==> src/rtl/dal_pkg.sv <==
`default_nettype none
// +-----------------------------------------------------------------------------
// | dal_pkg : shared constants, types and helpers for the stage-6 accumulator
// | Revision: 1.0
// +-----------------------------------------------------------------------------
package dal_pkg;

  localparam int WIDTH         = 16;
  localparam int INTERVAL_SIZE = 8;
  localparam int PARA          = 16;
  localparam int PARALLEL_SIZE = 2;

  typedef enum logic [1:0] {
    IDLE  = 2'd0,
    ACCUM = 2'd1,
    DONE  = 2'd2
  } stage6_state_e;

  typedef logic [WIDTH-1:0]                    fp16_t;
  typedef logic [INTERVAL_SIZE-1:0][PARA-1:0]  lane_cnt_t;

  function automatic logic [PARA-1:0] sat_inc(input logic [PARA-1:0] v);
    return (&v) ? v : v + 1'b1;
  endfunction

endpackage
`default_nettype wire

==> src/rtl/lane_stat_reg.sv <==
`default_nettype none
// +-----------------------------------------------------------------------------
// | lane_stat_reg : one lane's histogram, max count, winning mode and the
// |                 alpha/_alpha/beta parameters of the current winner
// | Revision: 1.0
// +-----------------------------------------------------------------------------
module lane_stat_reg
  import dal_pkg::*;
(
  input  logic                     CLK_i,
  input  logic                     RST_ni,
  input  logic                     clr_i,
  input  logic                     load_i,
  input  logic                     upd_i,
  input  lane_cnt_t                cnt_i,
  input  logic [PARA-1:0]          max_i,
  input  logic [INTERVAL_SIZE-1:0] mode_i,
  input  fp16_t                    alpha_i,
  input  fp16_t                    nalpha_i,
  input  fp16_t                    beta_i,
  output lane_cnt_t                cnt_o,
  output logic [PARA-1:0]          max_o,
  output logic [INTERVAL_SIZE-1:0] mode_o,
  output fp16_t                    alpha_o,
  output fp16_t                    nalpha_o,
  output fp16_t                    beta_o
);

  lane_cnt_t                cnt_q,    cnt_d;
  logic [PARA-1:0]          max_q,    max_d;
  logic [INTERVAL_SIZE-1:0] mode_q,   mode_d;
  fp16_t                    alpha_q,  alpha_d;
  fp16_t                    nalpha_q, nalpha_d;
  fp16_t                    beta_q,   beta_d;

  always_comb begin
    cnt_d    = cnt_q;
    max_d    = max_q;
    mode_d   = mode_q;
    alpha_d  = alpha_q;
    nalpha_d = nalpha_q;
    beta_d   = beta_q;
    if (clr_i) begin
      cnt_d    = '0;
      max_d    = '0;
      mode_d   = '0;
      alpha_d  = '0;
      nalpha_d = '0;
      beta_d   = '0;
    end else if (load_i) begin
      // Histogram always follows stage 5; the winner only moves on U_add,
      // since stage 5 zeroes max/mode when there is no new winner.
      cnt_d = cnt_i;
      if (upd_i) begin
        max_d    = max_i;
        mode_d   = mode_i;
        alpha_d  = alpha_i;
        nalpha_d = nalpha_i;
        beta_d   = beta_i;
      end
    end
  end

  always_ff @(posedge CLK_i or negedge RST_ni) begin
    if (!RST_ni) begin
      cnt_q    <= '0;
      max_q    <= '0;
      mode_q   <= '0;
      alpha_q  <= '0;
      nalpha_q <= '0;
      beta_q   <= '0;
    end else begin
      cnt_q    <= cnt_d;
      max_q    <= max_d;
      mode_q   <= mode_d;
      alpha_q  <= alpha_d;
      nalpha_q <= nalpha_d;
      beta_q   <= beta_d;
    end
  end

  assign cnt_o    = cnt_q;
  assign max_o    = max_q;
  assign mode_o   = mode_q;
  assign alpha_o  = alpha_q;
  assign nalpha_o = nalpha_q;
  assign beta_o   = beta_q;

endmodule
`default_nettype wire

==> src/rtl/pipe_stage6.sv <==
`default_nettype none
// +-----------------------------------------------------------------------------
// | pipe_stage6 : registered accumulation stage closing the stage-5 vote loop;
// |               optional stall counter under PIPE_STAGE6_PERF_EN
// | Revision: 1.0
// +-----------------------------------------------------------------------------
module pipe_stage6
  import dal_pkg::*;
(
  input  logic                                        CLK_i,
  input  logic                                        RST_ni,
  input  logic                                        start_i,
  input  logic [PARA-1:0]                             J_size_i,
  input  logic                                        valid_i,
  output logic                                        ready_o,
  input  logic [PARALLEL_SIZE*INTERVAL_SIZE*PARA-1:0] interval_cnt_i,
  input  logic [PARALLEL_SIZE-1:0]                    U_add_i,
  input  logic [PARALLEL_SIZE*INTERVAL_SIZE-1:0]      mode_i,
  input  logic [PARALLEL_SIZE*PARA-1:0]               max_cnt_i,
  input  logic [PARALLEL_SIZE*WIDTH-1:0]              alpha_i,
  input  logic [PARALLEL_SIZE*WIDTH-1:0]              _alpha_i,
  input  logic [PARALLEL_SIZE*WIDTH-1:0]              beta_i,
  output logic [PARALLEL_SIZE*INTERVAL_SIZE*PARA-1:0] interval_cnt_o,
  output logic [PARALLEL_SIZE*PARA-1:0]               max_cnt_o,
  output logic [PARALLEL_SIZE*INTERVAL_SIZE-1:0]      mode_o,
  output logic [PARALLEL_SIZE*WIDTH-1:0]              alpha_o,
  output logic [PARALLEL_SIZE*WIDTH-1:0]              _alpha_o,
  output logic [PARALLEL_SIZE*WIDTH-1:0]              beta_o,
  output logic [PARA-1:0]                             step_o,
  output logic                                        done_o
`ifdef PIPE_STAGE6_PERF_EN
  ,
  output logic [PARA-1:0]                             perf_stall_o
`endif
);

  localparam int LANE_CNT_W = INTERVAL_SIZE * PARA;

  stage6_state_e   state_q, state_d;
  logic [PARA-1:0] step_q,  step_d;
  logic [PARA-1:0] jsize_q, jsize_d;
  logic [PARA-1:0] step_inc;
  logic            clr;
  logic            load;

  assign step_inc = step_q + 1'b1;

  // start_i wins over a same-cycle valid_i, from every state.
  always_comb begin
    state_d = state_q;
    step_d  = step_q;
    jsize_d = jsize_q;
    clr     = 1'b0;
    load    = 1'b0;
    if (start_i) begin
      clr     = 1'b1;
      step_d  = '0;
      jsize_d = J_size_i;
      state_d = (J_size_i == '0) ? DONE : ACCUM;
    end else begin
      case (state_q)
        ACCUM: begin
          if (valid_i) begin
            load   = 1'b1;
            step_d = step_inc;
            if (step_inc == jsize_q) state_d = DONE;
          end
        end
        DONE:    state_d = DONE;
        default: state_d = IDLE;
      endcase
    end
  end

  always_ff @(posedge CLK_i or negedge RST_ni) begin
    if (!RST_ni) begin
      state_q <= IDLE;
      step_q  <= '0;
      jsize_q <= '0;
    end else begin
      state_q <= state_d;
      step_q  <= step_d;
      jsize_q <= jsize_d;
    end
  end

  assign ready_o = (state_q == ACCUM);
  assign done_o  = (state_q == DONE);
  assign step_o  = step_q;

  for (genvar l = 0; l < PARALLEL_SIZE; l++) begin : g_lane
    lane_stat_reg u_lane (
      .CLK_i    (CLK_i),
      .RST_ni   (RST_ni),
      .clr_i    (clr),
      .load_i   (load),
      .upd_i    (U_add_i[l]),
      .cnt_i    (interval_cnt_i[l*LANE_CNT_W +: LANE_CNT_W]),
      .max_i    (max_cnt_i[l*PARA +: PARA]),
      .mode_i   (mode_i[l*INTERVAL_SIZE +: INTERVAL_SIZE]),
      .alpha_i  (alpha_i[l*WIDTH +: WIDTH]),
      .nalpha_i (_alpha_i[l*WIDTH +: WIDTH]),
      .beta_i   (beta_i[l*WIDTH +: WIDTH]),
      .cnt_o    (interval_cnt_o[l*LANE_CNT_W +: LANE_CNT_W]),
      .max_o    (max_cnt_o[l*PARA +: PARA]),
      .mode_o   (mode_o[l*INTERVAL_SIZE +: INTERVAL_SIZE]),
      .alpha_o  (alpha_o[l*WIDTH +: WIDTH]),
      .nalpha_o (_alpha_o[l*WIDTH +: WIDTH]),
      .beta_o   (beta_o[l*WIDTH +: WIDTH])
    );
  end

`ifdef PIPE_STAGE6_PERF_EN
  logic [PARA-1:0] stall_q, stall_d;

  always_comb begin
    stall_d = stall_q;
    if (start_i)                         stall_d = '0;
    else if (state_q == ACCUM && !valid_i) stall_d = sat_inc(stall_q);
  end

  always_ff @(posedge CLK_i or negedge RST_ni) begin
    if (!RST_ni) stall_q <= '0;
    else         stall_q <= stall_d;
  end

  assign perf_stall_o = stall_q;
`endif

endmodule
`default_nettype wire

==> config.mk <==
export PLATFORM = sky130hd
export DESIGN_NAME = pipe_stage6
export DESIGN_NICKNAME = d
export VERILOG_FILES = /design/src/rtl/dal_pkg.sv /design/src/rtl/lane_stat_reg.sv /design/src/rtl/pipe_stage6.sv
export SDC_FILE = /design/constraint.sdc
export NUM_CORES = 1
export LEC_CHECK = 0
export BUFFER_PORTS_ARGS = -buffer_cell sky130_fd_sc_hd__buf_2
export CAP_MARGIN = 20
export CORE_AREA = 4 4 326 328
export CTS_CLUSTER_SIZE = 14
export DETAILED_ROUTE_END_ITERATION = 8
export DIE_AREA = 0 0 330 332
export PLACE_DENSITY = 0.36
export SLEW_MARGIN = 20
export SYNTH_ARGS = -nofsm -noshare
export SYNTH_HDL_FRONTEND = slang
export SYNTH_HIERARCHICAL = 1
export SYNTH_SLANG_ARGS = --single-unit
==> constraint.sdc <==
create_clock -name CLK_i -period 5.6 [get_ports CLK_i]
set_input_delay 0.28 -clock CLK_i [delete_from_list [all_inputs] [get_ports CLK_i]]
set_output_delay 0.28 -clock CLK_i [all_outputs]
set_load 0.02 [all_outputs]
==> impl_metrics.py, run 1 <==
metrics = {
    "detailed_routing": {
        "drcViolationCount": 0,
        "drtAntennaViolNets": 0,
        "drt_iter0_drc": 740,
        "drt_wl_total_um": 75400,
        "first_pass_iters": 5,
        "drt-wirelength-per-cell_um": 17.6,
        "num_vias": 17300,
        "vias_per_cell": 4.02,
    },
    "worst_setup_path": {
        "r2r_cells": 8,
        "slowest_delay_ns": 0.58,
        "r2r-start": "state_q[1]",
        "reg2reg_setup_slack_ns": 2.70,
        "worstPathRequired_ns": 6.06,
        "critPathLaunchType": "flip-flop",
        "cp.arrival_ns": 3.36,
        "cp_common_cell": "buf_12",
        "worstPathCellList": "inv_1 > ha_1 > nand2_1 > nor2_4 > buf_12 > buf_12 > mux2i_1 > nor2_1",
        "setup.worst_path.class": "reg2reg",
        "r2r_end": "g_lane[0].u_lane/cnt_o[20]",
        "cp_max_fo": 58,
        "end_kind": "flip-flop",
        "cp_slowest_cell": "nor2_4",
    },
    "logic_synthesis": {
        "ys_types": 47,
        "yosys_warnings": 6,
        "yosysSeqAreaShare_pct": 57.1,
        "syn-cell-area_sq_um": 19000,
        "synth_cells": 1677,
        "synth_ff_type": "dfrtp_1",
        "ys_seq_elements": 434,
        "avgSynthCellArea_sq_um": 11.3,
        "synthArstFlopShare_pct": 100,
        "syn_nets": 2102,
        "synth_edf_count": 0,
    },
    "timing": {
        "setup_violations": 0,
        "rsz0062_at_grt": "no",
        "fin_crit_sh_pct": 51.8,
        "worstMarginPinSlew_ns": 1.09,
        "min_period_ns": 2.90,
        "tns_ns": 0,
        "setup_ws_ns": 2.70,
        "hold_viol": 0,
        "fmax_ghz": 0.345,
        "slew_violations": 0,
        "holdWs_ns": 0.0573,
        "fin_skew_ns": 0.0194,
        "slew_headroom_pct": 27.6,
    },
    "floorplanning": {
        "initial_core_util_pct": 18.4,
        "coreArea_sq_um": 103000,
        "die_width_um": 330,
        "die_area_sq_um": 110000,
        "rows": 118,
        "die_h_um": 332,
        "io_pins": 840,
    },
    "flow_run": {
        "max-cap-violations": 0,
    },
    "power": {
        "power_density_nw_per_um2": 267,
        "ir_worst_vdd_v": 0.000190,
        "finalPower_mw": 8.19,
        "p_leak_nw": 14.9,
    },
    "min_path": {
        "hold_end": "g_lane[0].u_lane/alpha_o[15]",
        "hold_path.class": "in2reg",
        "holdCritStartpoint": "alpha_i[15]",
        "worstHoldPathCells": 3,
    },
    "global_route": {
        "first_global_vias": 18700,
        "grt_pass1_wl_um": 114000,
        "grt_max_degree": 176,
        "grt_use_total_pct": 13.2,
        "overflow": 0,
        "antenna_found_initial": 3,
    },
    "placement": {
        "dpl.hpwl_um": 53300,
        "place_area_sq_um": 24600,
        "port_buffers": 839,
        "gp_congestion": 0.804,
        "dp_slack_ns": 2.70,
    },
    "cts": {
        "cts_root_buffer": "clkbuf_16",
        "clk_pin_slew_ns": 0.07,
        "htreeDepth": 2,
        "ctsResizeCount": 0,
        "cts.sinks": 434,
        "clockBufferDepth": 3,
        "clk_latency_ns": 0.62,
        "postCtsSetupBuffers": 0,
        "cts_buffers": 53,
        "cts_tree": "done",
    },
    "finish": {
        "drive_gt1_share_pct": 38.6,
        "final_area_sq_um": 30700,
        "finalNetCount": 3293,
        "syn2layout_area_growth_pct": 61.4,
    },
    "run_status": {
        "status": "finished clean",
    },
}
## logic make-up after synthesis
logic type	synth area share [%]
and+or+nand+nor	10.9
muxes	14.4
xor gates and xnor gates	1.43
buffers and inverters	3.57
DFF	57.1
adders and majority gates	0.197
AOI/OAI and AO/OA	12.4
## power by group
part / switching, mW / internal [mW]
clock network: 1.44 / 2.28
registers: 0.0633 / 3.24
logic: 0.622 / 0.543
total: 2.12 / 6.07
## area by class of cell
cell class / count / area (sq um)
well taps: 1380 / 1730
diodes: 3 / 7.51
inverters: 4 / 15.0
fillers: 10800 / 72500
clock buffers: 74 / 1580
clock inverters: 25 / 314
repair buffers: 1280 / 8710
multi-input cells: 1095 / 7500
flip-flops and latches: 434 / 10900
## per-stage QoR
stage	cells	utilization (%)
6_report	4295	29.8
3_3_place_gp	3777	23.9
5_1_grt	4293	29.8
4_1_cts	4292	29.8
3_5_place_dp	3777	23.9
2_1_floorplan	1677	-
## critical path: cells and delay by family (launching register included)
kind / cells / cell delay, ns
multiplexers: 1 / 0.27
flip-flops: 1 / 0.40
adder cells (fa/ha/maj): 1 / 0.29
AND/OR/NAND/NOR: 3 / 0.97
buffers and inverters: 3 / 0.71
## what timing repair did
| item | 4_1_cts | 5_1_grt |
|---|---|---|
| hold buffers | 416 | 0 |
| setup endpoints to repair | 0 | 0 |
| endpoints found under the hold margin | 508 | 0 |
## state kept, by name, indices dropped and copies added, names as in the netlist
| signal | flops |
|---|---|
| g_lane.u_lane/nalpha_o | 32 |
| g_lane.u_lane/alpha_o | 32 |
| jsize_q | 16 |
| g_lane.u_lane/cnt_o | 256 |
| g_lane.u_lane/mode_o | 16 |
| g_lane.u_lane/beta_o | 32 |
| step_o | 16 |
| g_lane.u_lane/max_o | 32 |
| state_q | 2 |
## per-layer routing
layer  vias up  wire length, um  part of all wire (%)  track usage, %
met5         -               13                 0.017               0
met4         2             2640                   3.5            4.63
met3       129             5530                   7.3            3.85
met2       591            38400                    51            23.7
met1      8348            28900                    38            14.8
li1       8206                -                     -               -
## how the worst max path moves through the flow
stage	cells past startpoint	start	to
final	8	state_q[1]	g_lane[0].u_lane/cnt_o[20]
after global routing	7	state_q[1]	g_lane[1].u_lane/cnt_o[95]
after CTS	7	state_q[1]	g_lane[1].u_lane/cnt_o[95]
after detailed placement	7	state_q[1]	g_lane[1].u_lane/cnt_o[95]
after global placement	8	state_q[1]	g_lane[0].u_lane/cnt_o[60]
after floorplan	7	step_o[0]	state_q[1]
## layout by cell type (no fill, tap or decap), drive strengths merged, types with 3 or more instances in the layout
| cell type | instances |
|---|---|
| a21bo | 144 |
| a21oi | 151 |
| and3 | 3 |
| buf | 864 |
| bufinv | 7 |
| clkbuf | 74 |
| clkinv | 16 |
| dfrtp | 434 |
| diode | 3 |
| dlygate4sd3 | 416 |
| ha | 3 |
| inv | 5 |
| mux2 | 16 |
| mux2i | 256 |
| nand2 | 11 |
| nand3 | 149 |
| nand4 | 6 |
| nor2 | 275 |
| nor3 | 5 |
| o2111a | 3 |
| o21ai | 12 |
| or3 | 5 |
| or4 | 6 |
| xnor2 | 18 |
| xor2 | 13 |
## synthesized netlist by cell type (all sizes together) (2+ instances only)
library cell / instances / area (sq um)
a21bo: 144 / 1440
a21oi: 151 / 756
and3: 3 / 25.0
buf: 79 / 409
clkbuf: 65 / 255
dfrtp: 434 / 10900
ha: 3 / 37.5
inv: 4 / 15.0
mux2: 16 / 180
mux2i: 256 / 2560
nand2: 11 / 41.3
nand3: 149 / 746
nand3b: 2 / 15.0
nand4: 6 / 52.6
nor2: 275 / 1030
nor3: 5 / 25.0
nor3b: 2 / 15.0
nor4: 2 / 12.5
o2111a: 3 / 33.8
o21ai: 12 / 60.1
o41ai: 2 / 17.5
or3: 5 / 31.3
or4: 6 / 50.1
xnor2: 18 / 158
xor2: 13 / 114
Note: power is estimated with default switching activity, not from simulation.
==> inputs of run 2 (changes only) <==
--- a/config.mk
+++ b/config.mk
@@ -7,11 +7,11 @@
 export LEC_CHECK = 0
 export BUFFER_PORTS_ARGS = -buffer_cell sky130_fd_sc_hd__buf_2
 export CAP_MARGIN = 20
-export CORE_AREA = 4 4 326 328
+export CORE_AREA = 4 4 324 326
 export CTS_CLUSTER_SIZE = 14
 export DETAILED_ROUTE_END_ITERATION = 8
-export DIE_AREA = 0 0 330 332
-export PLACE_DENSITY = 0.36
+export DIE_AREA = 0 0 328 330
+export PLACE_DENSITY = 0.38
 export SLEW_MARGIN = 20
 export SYNTH_ARGS = -nofsm -noshare
 export SYNTH_HDL_FRONTEND = slang
==> constraint.sdc (replaced) <==
create_clock -name CLK_i -period 2.5 [get_ports CLK_i]
set_input_delay 0.125 -clock CLK_i [delete_from_list [all_inputs] [get_ports CLK_i]]
set_output_delay 0.125 -clock CLK_i [all_outputs]
set_load 0.02 [all_outputs]
==> run 2 against run 1 <==
Net effect:
- global-route usage up 0.30 points
- total power is 120% higher
- largest cell class unchanged
- count of clock-buffer cells in the layout increased by 7
- sequential power rose by 120%
- clock power is 110% higher
- first-iteration DRC count grew 4.6%
- via count increased by 1.8%
- utilization rose by 0.76 points
- worst hold slack better by 0.038 ns
==> impl_metrics.py, run 2 (same netlist as run 1, synthesis figures left out) <==
metrics = {
    "finish": {
        "drive_gt1_share_pct": 38.7,
        "final_common_cell": "buf_2",
        "largest_reg_flops": 256,
        "syn2layout_area_growth_pct": 63.2,
        "layout_common_cells": "buf_2 (835), dfrtp_1 (434), dlygate4sd3_1 (431)",
        "fin_util_pct": 30.5,
        "final_cell_count_no_fill": 4330,
        "final_area_sq_um": 31100,
        "finalNetCount": 3341,
    },
    "cts": {
        "cts-hold-fix-buffers": 431,
        "clk_pin_slew_ns": 0.06,
        "htreeDepth": 2,
        "ctsResizeCount": 0,
        "clk_latency_ns": 0.61,
        "cts_tree": "done",
        "cts_buffers": 54,
        "cts.sinks": 434,
        "postCtsSetupBuffers": 0,
        "clockBufferDepth": 3,
        "cts_root_buffer": "clkbuf_16",
    },
    "worst_setup_path": {
        "crit_path_end": "state_q[0]",
        "worstPathRequired_ns": 3.04,
        "cp_max_fo": 5,
        "slowest_delay_ns": 0.54,
        "worst-path-buf-inv": 0,
        "cp_top_family": "simple AND/OR/NAND/NOR gates",
        "setup.worst_path.class": "reg2reg",
        "cp.arrival_ns": 2.74,
        "cp_slowest_cell": "or4_4",
        "end_kind": "flip-flop",
        "crit_start": "step_o[0]",
        "r2r_cells": 7,
        "worstPathCellList": "ha_1 > nand2_1 > or4_4 > and3_4 > a211o_1 > and4_1 > o21ai_1",
        "r2r-start": "step_o[0]",
        "reg2reg_setup_slack_ns": 0.30,
        "r2r_end": "state_q[0]",
        "worst-path-stages": 7,
        "critPathLaunchType": "flip-flop",
    },
    "timing": {
        "tns_ns": 0,
        "rsz0062_at_grt": "no",
        "worstMarginPinSlew_ns": 0.671,
        "hold_viol": 0,
        "min_period_ns": 2.20,
        "slew_violations": 0,
        "holdWs_ns": 0.0955,
        "setup_ws_ns": 0.296,
        "fin_skew_ns": 0.0128,
        "slew_headroom_pct": 55.2,
        "setup_violations": 0,
        "fmax_ghz": 0.454,
        "fin_crit_sh_pct": 88.2,
    },
    "global_route": {
        "overflow": 0,
        "grt_pass1_wl_um": 116000,
        "first_global_vias": 19200,
        "antenna_found_initial": 6,
        "grt_max_degree": 115,
        "grt_use_total_pct": 13.5,
    },
    "floorplanning": {
        "die_h_um": 330,
        "rows": 117,
        "die_area_sq_um": 108000,
        "coreArea_sq_um": 102000,
        "io_pins": 840,
        "die_width_um": 328,
        "initial_core_util_pct": 18.7,
    },
    "power": {
        "p_switching_mw": 4.76,
        "internal-power_mw": 13.0,
        "p_seq_share_pct": 41.7,
        "finalPower_mw": 17.8,
        "power_frac_comb_pct": 15.3,
        "power_density_nw_per_um2": 572,
        "swShare_pct": 26.8,
        "p_leak_nw": 15.1,
        "ir_worst_vdd_v": 0.000498,
        "clockPowerShare_pct": 43.0,
    },
    "run_status": {
        "status": "finished clean",
    },
    "detailed_routing": {
        "drt-wirelength-per-cell_um": 17.6,
        "drtAntennaViolNets": 0,
        "drcViolationCount": 0,
        "drt_wl_total_um": 76100,
        "num_vias": 17600,
        "vias_per_cell": 4.06,
        "drt_iter0_drc": 774,
        "first_pass_iters": 7,
    },
    "placement": {
        "port_buffers": 839,
        "dp_slack_ns": 0.310,
        "gp_congestion": 0.850,
        "dp.cells": 3797,
        "place_area_sq_um": 25000,
        "dpl.hpwl_um": 55300,
    },
    "min_path": {
        "hold_path.class": "in2reg",
    },
    "flow_run": {
        "max-cap-violations": 0,
    },
}
run 2: worst min path at each step:
| stage | from | end | slack (ns) | cells after the start |
|---|---|---|---|---|
| after floorplan | RST_ni | g_lane[0].u_lane/alpha_o[0] | -0.17 | 0 |
| after global placement | RST_ni | step_o[3] | 0.18 | 1 |
| after detailed placement | RST_ni | g_lane[0].u_lane/beta_o[10] | 0.20 | 1 |
| after CTS | U_add_i[1] | g_lane[1].u_lane/alpha_o[10] | 0.02 | 3 |
| after global routing | U_add_i[1] | g_lane[1].u_lane/alpha_o[7] | 0.08 | 3 |
| final | U_add_i[1] | g_lane[1].u_lane/alpha_o[7] | 0.1 | 3 |
run 2: power groups by stage:
stage               combinational, mW  sequential, mW  clock [mW]
detailed placement               2.20            7.53           0
finish                           2.72            7.41        7.64
CTS                              2.77            7.41        7.99
global placement                 2.18            7.53           0
global route                     2.96            7.44        8.28
floorplan                       0.849            7.77           0
run 2: tightest hold or removal path: stages:
cell and delay, ns:
buf_4 0.30, nand3_1 0.18, a21oi_1 0.05
run 2: cell type report:
class	count	area [sq um]
Antenna cell	4	10.0
Clock inverter	17	143
Fill cell	10700	70700
Multi-Input combinational cell	1095	7500
Sequential cell	434	10900
Tap cell	1368	1710
Timing Repair Buffer	1327	9240
Clock buffer	81	1570
Inverter	4	15.0
run 2: per-layer routing:
layer | GRT usage [%] | vias to the layer above | wire [um]
met5 | 0 | - | 27
met2 | 24.2 | 623 | 38600
met3 | 3.77 | 143 | 5270
li1 | - | 8281 | -
met1 | 15.2 | 8538 | 29400
met4 | 5.19 | 4 | 2790
